### src/rtl/instruction_fetch_unit.sv
//============================================================================
// Module      : instruction_fetch_unit
// Description : Reads num_inst consecutive words from the instruction memory
//               read port (port B), starting at base_addr, buffers them in a
//               small show-ahead FIFO and hands them to the decoder over a
//               valid/ready stream. The final word carries inst_last; done
//               pulses once when the fetch completes.
// Ports       : clk, reset (sync, active-high)
//               start, base_addr, num_inst, flush   - control
//               busy, done                           - status
//               imem_read_req/addr, imem_read_data   - imem port B (1-cycle)
//               inst_valid/data/last, inst_ready     - decoder stream
// Revision    : 1.0 - initial release
//============================================================================
`default_nettype none

module instruction_fetch_unit #(
  parameter int DATA_WIDTH = 32,
  parameter int ADDR_WIDTH = 11,
  parameter int FIFO_DEPTH = 4,
  parameter int COUNT_W    = 16
) (
  input  logic                  clk,
  input  logic                  reset,
  input  logic                  start,
  input  logic [ADDR_WIDTH-1:0] base_addr,
  input  logic [COUNT_W-1:0]    num_inst,
  input  logic                  flush,
  output logic                  busy,
  output logic                  done,
  output logic                  imem_read_req,
  output logic [ADDR_WIDTH-1:0] imem_read_addr,
  input  logic [DATA_WIDTH-1:0] imem_read_data,
  output logic                  inst_valid,
  output logic [DATA_WIDTH-1:0] inst_data,
  output logic                  inst_last,
  input  logic                  inst_ready
);

  localparam int PTR_W = $clog2(FIFO_DEPTH);
  localparam logic [PTR_W+1:0] C_DEPTH = (PTR_W+2)'(FIFO_DEPTH);

  typedef enum logic [1:0] {
    S_IDLE  = 2'd0,
    S_FETCH = 2'd1,
    S_DRAIN = 2'd2,
    S_DONE  = 2'd3
  } state_t;

  state_t                r_state;
  state_t                w_next;
  logic [ADDR_WIDTH-1:0] r_base;
  logic [COUNT_W-1:0]    r_num;
  logic [COUNT_W-1:0]    r_issued;
  logic [COUNT_W-1:0]    r_delivered;
  logic                  r_inflight;
  logic [PTR_W-1:0]      r_wr_ptr;
  logic [PTR_W-1:0]      r_rd_ptr;
  logic [PTR_W:0]        r_count;
  logic [DATA_WIDTH-1:0] r_mem [FIFO_DEPTH];

  logic                  w_active;
  logic                  w_flush;
  logic                  w_go;
  logic [PTR_W+1:0]      w_occ;
  logic                  w_req;
  logic                  w_push;
  logic                  w_pop;
  logic                  w_valid;
  logic                  w_last;
  logic [COUNT_W-1:0]    w_num_m1;
  logic [ADDR_WIDTH+COUNT_W-1:0] w_addr_sum;

  assign w_active = (r_state != S_IDLE);
  // flush only acts on an active fetch; in IDLE it merely blocks start
  assign w_flush  = flush && w_active;
  assign w_go     = (r_state == S_IDLE) && start && !flush;
  assign w_num_m1 = r_num - COUNT_W'(1);

  // Credit check uses the pre-pop occupancy plus the read still in flight,
  // so the word returning next cycle always has a free slot.
  assign w_occ = {1'b0, r_count} + {{(PTR_W+1){1'b0}}, r_inflight};
  assign w_req = (r_state == S_FETCH) && !flush && (w_occ < C_DEPTH) &&
                 (r_issued < r_num);

  // Read data returning for a flushed request is dropped here.
  assign w_push  = r_inflight && !w_flush;
  assign w_valid = (r_count != '0);
  assign w_pop   = w_valid && inst_ready;
  assign w_last  = w_valid && (r_delivered == w_num_m1);

  assign w_addr_sum = {{COUNT_W{1'b0}}, r_base} + {{ADDR_WIDTH{1'b0}}, r_issued};

  always_comb begin
    w_next = r_state;
    case (r_state)
      S_IDLE:  if (w_go) w_next = (num_inst == '0) ? S_DONE : S_FETCH;
      S_FETCH: if (w_req && (r_issued == w_num_m1)) w_next = S_DRAIN;
      // The final handshake implies every read has landed and been consumed
      S_DRAIN: if (w_pop && w_last) w_next = S_DONE;
      S_DONE:  w_next = S_IDLE;
      default: w_next = S_IDLE;
    endcase
    if (w_flush) w_next = S_IDLE;
  end

  always_ff @(posedge clk) begin
    if (reset) begin
      r_state     <= S_IDLE;
      r_base      <= '0;
      r_num       <= '0;
      r_issued    <= '0;
      r_delivered <= '0;
      r_inflight  <= 1'b0;
      r_wr_ptr    <= '0;
      r_rd_ptr    <= '0;
      r_count     <= '0;
    end else begin
      r_state <= w_next;
      if (w_flush) begin
        r_issued    <= '0;
        r_delivered <= '0;
        r_inflight  <= 1'b0;
        r_wr_ptr    <= '0;
        r_rd_ptr    <= '0;
        r_count     <= '0;
      end else begin
        if (w_go) begin
          r_base      <= base_addr;
          r_num       <= num_inst;
          r_issued    <= '0;
          r_delivered <= '0;
        end
        if (w_req) r_issued <= r_issued + COUNT_W'(1);
        r_inflight <= w_req;
        if (w_push) r_wr_ptr <= r_wr_ptr + PTR_W'(1);
        if (w_pop) begin
          r_rd_ptr    <= r_rd_ptr + PTR_W'(1);
          r_delivered <= r_delivered + COUNT_W'(1);
        end
        case ({w_push, w_pop})
          2'b10:   r_count <= r_count + (PTR_W+1)'(1);
          2'b01:   r_count <= r_count - (PTR_W+1)'(1);
          default: r_count <= r_count;
        endcase
      end
    end
  end

  // Storage needs no reset: the head word is masked while the FIFO is empty.
  always_ff @(posedge clk) begin
    if (w_push) r_mem[r_wr_ptr] <= imem_read_data;
  end

  assign busy           = w_active;
  assign done           = (r_state == S_DONE);
  assign imem_read_req  = w_req;
  assign imem_read_addr = w_addr_sum[ADDR_WIDTH-1:0];
  assign inst_valid     = w_valid;
  assign inst_data      = w_valid ? r_mem[r_rd_ptr] : '0;
  assign inst_last      = w_last;

endmodule

`default_nettype wire

### config.mk
export PLATFORM = sky130hd
export DESIGN_NAME = instruction_fetch_unit
export DESIGN_NICKNAME = d
export VERILOG_FILES = /design/src/rtl/instruction_fetch_unit.sv
export SDC_FILE = /design/constraint.sdc
export NUM_CORES = 1
export LEC_CHECK = 0
export CORE_UTILIZATION = 45
export CTS_BUF_LIST = sky130_fd_sc_hd__clkbuf_2
export DETAILED_ROUTE_END_ITERATION = 6
export GPL_TIMING_DRIVEN = 0
export PLACE_DENSITY = 0.66
export SLEW_MARGIN = 10
export SYNTH_ARGS = -nofsm -noshare
export SYNTH_HDL_FRONTEND = slang
export SYNTH_SLANG_ARGS = --single-unit
### constraint.sdc
create_clock -name clk -period 3.9 [get_ports clk]
set_input_delay 1.17 -clock clk [delete_from_list [all_inputs] [get_ports clk]]
set_output_delay 1.17 -clock clk [all_outputs]
set_load 0.02 [all_outputs]
==> results of run 1 <==
-- through the flow --
step,hold WS [ps],util
final,482.0,0.5830
after global routing,504.2,0.5830
after detailed placement,454.1,0.5358
after CTS,480.2,0.5688
after floorplan,440.6,-
after global placement,449.4,0.5317
-- synth_stat cells, types with 6 or more instances --
cell	instances
dfxtp_1	71
or2_2	7
edfxtp_1	128
and2_1	33
nor3_1	17
clkbuf_1	27
nand2_1	84
and3_1	18
ha_1	38
xnor2_1	33
o211ai_1	9
mux4_2	32
a21oi_1	68
or3_1	9
inv_1	42
nor2_1	56
nor2b_1	7
buf_1	7
nand3b_1	8
xor2_1	13
nand4_1	6
o21ai_0	24
nand3_1	26
-- per-layer routing --
| metal | wire [um] | part of all wire |
|---|---|---|
| met4 | 352 | 0.015 |
| met3 | 1078 | 0.047 |
| met5 | 0 | 0 |
| met2 | 11660 | 0.51 |
| met1 | 9627 | 0.42 |
-- what timing repair did --
item,4_1_cts,5_1_grt
buffers inserted,34,19
gates cloned,0,0
hold endpoints to repair,0,0
setup endpoints to repair,43,37
resized for setup,142,76
pin swaps,31,30
-- state kept, by name, indices dropped and copies added (netlist names), 3 cells and up, named ones only --
register	cells
r_num	16
r_mem	128
r_base	11
r_delivered	16
r_issued	16
r_count	3
-- worst register-to-register path: stages, from the launching register on --
cell,delay (ps)
dfxtp_4,440
buf_6,120
nor4_4,230
buf_4,180
nand4_1,180
buf_4,200
nor4_4,220
xnor3_1,180
or4b_4,480
o41ai_4,460
o211ai_1,210
a221oi_1,290
-- cells by family (layout without fill, tap and decap cells) --
| family | Yosys count | in the layout |
|---|---|---|
| muxes | 34 | 34 |
| AOI/OAI and AO/OA | 138 | 138 |
| DFF | 199 | 199 |
| other | 0 | 1 |
| and+or+nand+nor | 299 | 299 |
| xor gates and xnor gates | 51 | 51 |
| buffers and inverters | 84 | 269 |
| adders and majority gates | 40 | 40 |
-- layout by cell type (no fill, tap or decap), types with 16 or more instances in the layout --
cell and n:
and2_1 33, edfxtp_1 128, dlymetal6s2s_1 27, clkbuf_1 17, xnor2_1 31, nand2_1 84, buf_6 16, clkbuf_2 22
a21oi_1 62, mux4_2 32, nor2_1 54, dfxtp_1 48, ha_1 32, clkdlybuf4s50_1 68, inv_1 36, o21ai_0 18
buf_4 46, nand3_1 26
-- final timing paths --
| path | end | slack, ps | depth (start not counted) |
|---|---|---|---|
| hold / removal | r_base[6] | 480 | 2 |
| setup reg to reg | r_state[1] | 640 | 11 |
| hold reg to reg | r_base[6] | 480 | 2 |
| setup / recovery | inst_last | -340 | 9 |
-- final cells by class --
type	instances	area (um^2)
Multi-Input combinational cell	562	4463
Fill cell	1777	8850
Clock inverter	14	172.7
Buffer	36	229.0
Tap cell	275	344.1
Inverter	43	163.9
Sequential cell	199	5319
Clock buffer	18	90.09
Timing Repair Buffer	158	1587
Antenna cell	1	2.502
-- where the power goes --
| part | leakage, nW | internal, mW | switching, mW |
|---|---|---|---|
| Sequential | 1.74 | 2.31 | 0.0667 |
| Combinational | 2.89 | 0.671 | 0.743 |
| Clock | 0.155 | 0.227 | 0.795 |
==> results.json, run 1 <==
{
  "status": "finished with violations",
  "violations": "negative setup slack",
  "fin_area_mm2": 0.01237,
  "grt_use_total": 0.2074,
  "hold_viol": 0,
  "cts_tree": "built",
  "final_nets": 1121,
  "drtIter0Drc": 493,
  "cts_buffers": 17,
  "grt_overflow_total": 0,
  "routed_wirelength_mm": 22.72,
  "cts-root-buf": "clkbuf_2",
  "dp.cells": 1233,
  "drv_cap": 0,
  "layout_setup_ws_ps": -340.8,
  "clkSinkCount": 199,
  "yosys.area_share.adder": 0.05241,
  "yosys.area.top_type_share": 0.3908,
  "cellPowerDensity_mw_per_mm2": 389.1,
  "grt_pass1_vias": 6904,
  "fp.dieW_um": 149.8,
  "drtPass1Iterations": 5,
  "critical_path_buf_inv_count": 3,
  "dp_slack_ps": -1359,
  "maxSlewViolCount": 0,
  "irDropWorstVdd_v": 0.0002359,
  "p_leak_nw": 4.785,
  "grt_use_met2": 0.3697,
  "syn_area_mm2": 0.009836,
  "fmaxAchievable_ghz": 0.2358,
  "post_synth_xor_area_fraction": 0.05114,
  "coreArea_mm2": 0.02122,
  "required_ps": 2730,
  "period_share": 1.087,
  "insertion_delay_ps": 760,
  "cts_buffer_depth": 2,
  "ys_async_sr_fraction": 0,
  "r2r_start": "r_num[0]",
  "avgSynthCellArea_um2": 11.64,
  "yosysSeqAreaShare": 0.5353,
  "ys_seq_elements": 199,
  "setup_viol": 5,
  "grt_util_met3": 0.03750,
  "hold_buffers": 0,
  "crit_fanout": 5,
  "hold_path_class": "flop to flop",
  "start_kind": "flop",
  "dieArea_mm2": 0.02245,
  "hold_start": "r_base[6]",
  "synth_top_family_by_area": "simple AND/OR/NAND/NOR gates",
  "drive_gt1_frac": 0.2252,
  "grt_pass1_wl_mm": 35.39,
  "critPathMostFrequentCell": "buf_6",
  "grt_max_degree": 33,
  "syn_to_final_growth_pct": 25.77,
  "critical-path-slowest-cell": "or3_4",
  "yosysWarnings": 0,
  "max_stage_delay_ps": 450,
  "rsz0062_at_grt": "true",
  "rows": 53,
  "antenna_found_initial": 1,
  "yosys.area.top_type": "edfxtp_1",
  "synthCells": 845,
  "synth-edff-count": 128,
  "synthesis.nets": 949,
  "via_count": 7055,
  "h-tree-depth": 4,
  "tightest_slew_ps": 833.7,
  "worstPathArrival_ps": 3070,
  "ys.flop_type": "edfxtp_1",
  "slew_headroom": 0.4442,
  "cp_top_family": "simple AND/OR/NAND/NOR gates",
  "use_met1": 0.2560,
  "finalSetupTns_ps": -1043,
  "wl_per_cell_um": 17.39,
  "busiest_layer": "met2",
  "min_period_ps": 4241,
  "dieHeight_um": 149.8,
  "finalClockSkew_ps": 32.36,
  "crit_path_start": "r_num[0]",
  "cp-end-kind": "primary output",
  "synth-simple-area-share": 0.1607,
  "synthMuxAreaShare": 0.07531,
  "port_buffers": 110,
  "vias_per_cell": 5.402,
  "crit_chain": "buf_6 -> nor4_4 -> buf_4 -> nand4_1 -> or3_4 -> a31oi_4 -> nand4_4 -> nor3_4 -> buf_6",
  "crit_type": "flop to primary output",
  "path_clk_slew_ps": 320,
  "start_util": 0.4635,
  "hpwl_mm": 15.73,
  "synth_compound_area_frac": 0.08879,
  "synth_cell_types": 71,
  "finalPower_mw": 4.813,
  "layoutNonFillerInstCount": 1306,
  "place_congestion": 0.8479,
  "ant_nets": 0,
  "io_pins": 112,
  "synth_area_leaders": "edfxtp_1, dfxtp_1, mux4_2, ha_1, a21oi_1",
  "drc": 0,
  "dpl_cell_area_mm2": 0.01137
}
(Power assumes the default switching activity.)
==> run 2: changes to the inputs <==
Settings changed: CAP_MARGIN from default to 10.
==> results of run 2 <==
Final layout, timing and power as in run 1 (identical DEF).
==> run 3: changes to the inputs <==
Settings changed: ABC_AREA from default to 1, ABC_CLOCK_PERIOD_IN_PS from default to 3900, RECOVER_POWER from default to 100.
==> results.json, run 3 <==
{
  "hold_viol": 0,
  "r2r_slack_ps": 310,
  "grt_pass1_vias": 8326,
  "synth_area_leaders": "edfxtp_1, dfxtp_1, nor2_1, o21ai_0, nand2_1",
  "period_share": 1.044,
  "cts_buffers": 17,
  "largest_reg_flops": 128,
  "rows": 53,
  "insertion_delay_ps": 830,
  "hpwl_mm": 18.03,
  "required_ps": 2730,
  "clkSinkCount": 199,
  "port_buffers": 111,
  "finalPower_mw": 5.322,
  "max_stage_delay_ps": 470,
  "yosysMostFrequentCell": "nor2_1",
  "h-tree-depth": 4,
  "dieHeight_um": 150.0,
  "rr_worst_depth": 5,
  "netSwitchingFraction": 0.3851,
  "start_kind": "flop",
  "grt_overflow_total": 0,
  "ys.flop_type": "edfxtp_1",
  "postLayoutCoreUtil": 0.5734,
  "critical-path-slowest-cell": "dfxtp_1",
  "wl_per_cell_um": 16.62,
  "grt_pass1_wl_mm": 41.75,
  "io_pins": 112,
  "yosys.area.top_type_share": 0.3902,
  "synth-edff-count": 128,
  "syn_area_mm2": 0.009851,
  "cellPowerDensity_mw_per_mm2": 437.4,
  "busiest_layer": "met2",
  "slew_headroom": -0.2148,
  "internal-power_mw": 3.273,
  "syn_to_final_growth_pct": 23.52,
  "avgSynthCellArea_um2": 8.867,
  "maxSlewViolCount": 97,
  "cp-end-kind": "primary output",
  "drv_cap": 4,
  "final_cell_mix": "nor2_1, nand2_1, edfxtp_1",
  "irDropWorstVdd_v": 0.0002170,
  "tightest_slew_ps": 1816,
  "synthCells": 1111,
  "layout_setup_ws_ps": -169.7,
  "grt_use_total": 0.2423,
  "pwr-share-comb": 0.329,
  "critPathMostFrequentCell": "nand2_1",
  "dieArea_mm2": 0.02249,
  "p_switching_mw": 2.049,
  "r2r_start": "r_state[1]",
  "cts_tree": "built",
  "largest_register": "r_mem",
  "yosysWarnings": 0,
  "ant_nets": 0,
  "drc": 0,
  "fp.dieW_um": 150.0,
  "synthesis.nets": 1215,
  "worstHoldPathCells": 2,
  "clkPwrFrac": 0.214,
  "crit_fanout": 4,
  "drtPass1Iterations": 7,
  "grt_max_degree": 26,
  "drive_gt1_frac": 0.1421,
  "synthTopCellsByCount": "nor2_1, nand2_1, edfxtp_1, o21ai_0, a21oi_1",
  "min_period_ps": 4070,
  "fmaxAchievable_ghz": 0.2457,
  "via_count": 8450,
  "crit_chain": "ha_4 -> a21oi_1 -> nand2_1 -> nand2_1 -> nand2_2 -> nand2_1 -> nand2_1 -> a21o_1 -> a21oi_2 -> o21bai_2 -> a21o_1 -> nand2_1 -> nand2_1 -> buf_4",
  "use_met1": 0.3144,
  "crit_type": "flop to primary output",
  "p_leak_nw": 4.759,
  "finalClockSkew_ps": 56.84,
  "ys_seq_elements": 199,
  "yosysSeqAreaShare": 0.5345,
  "seqPwrFrac": 0.457,
  "cts-root-buf": "clkbuf_2",
  "dp.cells": 1501,
  "antenna_found_initial": 1,
  "start_util": 0.4642,
  "dp_slack_ps": -843.2,
  "path_clk_slew_ps": 330,
  "rsz0062_at_grt": "true",
  "r2r_end": "r_mem[3][6]",
  "synth_cell_types": 44,
  "status": "finished with violations",
  "cts_buffer_depth": 2,
  "yosys.area.top_type": "edfxtp_1",
  "ys_async_sr_fraction": 0,
  "worstPathArrival_ps": 2900,
  "setup_viol": 34,
  "violations": "max-capacitance violations, max-slew violations, negative setup slack",
  "final_common_cell": "nor2_1",
  "routed_wirelength_mm": 26.01,
  "grt_use_met2": 0.4093,
  "coreArea_mm2": 0.02122,
  "drtIter0Drc": 507,
  "holdWs_ps": 489.1,
  "hold_buffers": 0,
  "hold_path_class": "flop to flop",
  "grt_util_met3": 0.03933,
  "layoutNonFillerInstCount": 1565,
  "hold_start": "r_rd_ptr[1]",
  "vias_per_cell": 5.399,
  "final_nets": 1379,
  "place_congestion": 0.9459
}
==> run 3: changes by cell type after synthesis, moves of 13 or more <==
cell,change
nor2_1,+152
o21ai_0,+94
nand2_1,+57
inv_1,+48
nand3_1,+47
mux4_2,-32
a21oi_1,+31
and2_1,-31
xnor2_1,-27
and3_1,-17
nor3_1,-13
==> run 3: final cells by class <==
| cell class | instances | area (um^2) |
|---|---|---|
| antenna | 2 | 5.005 |
| buffer | 36 | 181.4 |
| clock buffer | 17 | 85.08 |
| clock inverter | 15 | 217.7 |
| fill | 1929 | 9052 |
| inverter | 93 | 355.3 |
| multi-input combinational | 782 | 4343 |
| sequential | 199 | 5310 |
| tap | 275 | 344.1 |
| timing repair buffer | 146 | 1326 |
==> run 3: power groups by stage <==
stage,Combinational [mW],Clock [mW],Sequential (mW)
floorplan,1.02,0,2.43
global placement,1.49,0,2.46
detailed placement,1.52,0,2.46
CTS,1.71,1.16,2.42
global route,1.94,1.25,2.44
finish,1.75,1.14,2.43
==> run 3: repair_timing <==
| action | CTS | global route |
|---|---|---|
| resized for setup | 176 | 27 |
| endpoints found under the setup margin | 43 | 13 |
| pin swaps | 28 | 4 |
| setup buffers | 24 | 7 |
==> run 3: how the worst max path moves through the flow <==
stage                      from                  to  cells past startpoint
finish              r_issued[2]   imem_read_addr[9]                     14
global route        r_issued[2]   imem_read_addr[9]                     14
CTS                 r_issued[0]  imem_read_addr[10]                     13
detailed placement        flush       imem_read_req                      8
global placement          flush        r_mem[1][30]                      4
floorplan           r_issued[0]  imem_read_addr[10]                     12
==> run 3: cell families after synthesis <==
group / after synthesis / synth area share
and+or+nand+nor: 483 / 0.2131
AOI/OAI and AO/OA: 240 / 0.1279
DFF: 199 / 0.5345
buffers and inverters: 130 / 0.04966
adders and majority gates: 40 / 0.05233
xor gates and xnor gates: 19 / 0.02248
==> run 3: through the flow <==
stage               area, um^2  TNS [ps]
floorplan                 9851         0
global placement         11310   -112690
CTS                      12170    -538.9
global route             12170    -12550
detailed placement       11420     -1181
finish                   12170     -3306
==> run 3: routing by layer <==
metal	vias to the layer above	wire length, um
li1	4133	-
met1	4034	11600
met2	243	12430
met3	40	1437
met4	0	546
met5	-	0
==> run 3: critical path, delay by kind of cell, from the launching register on <==
family                   cells  cell delay (ps)
adder cells (fa/ha/maj)      1              240
AND/OR/NAND/NOR              7              450
AO/OA/AOI/OAI                5              790
buffers and inverters        1              150
flip-flops                   1              470
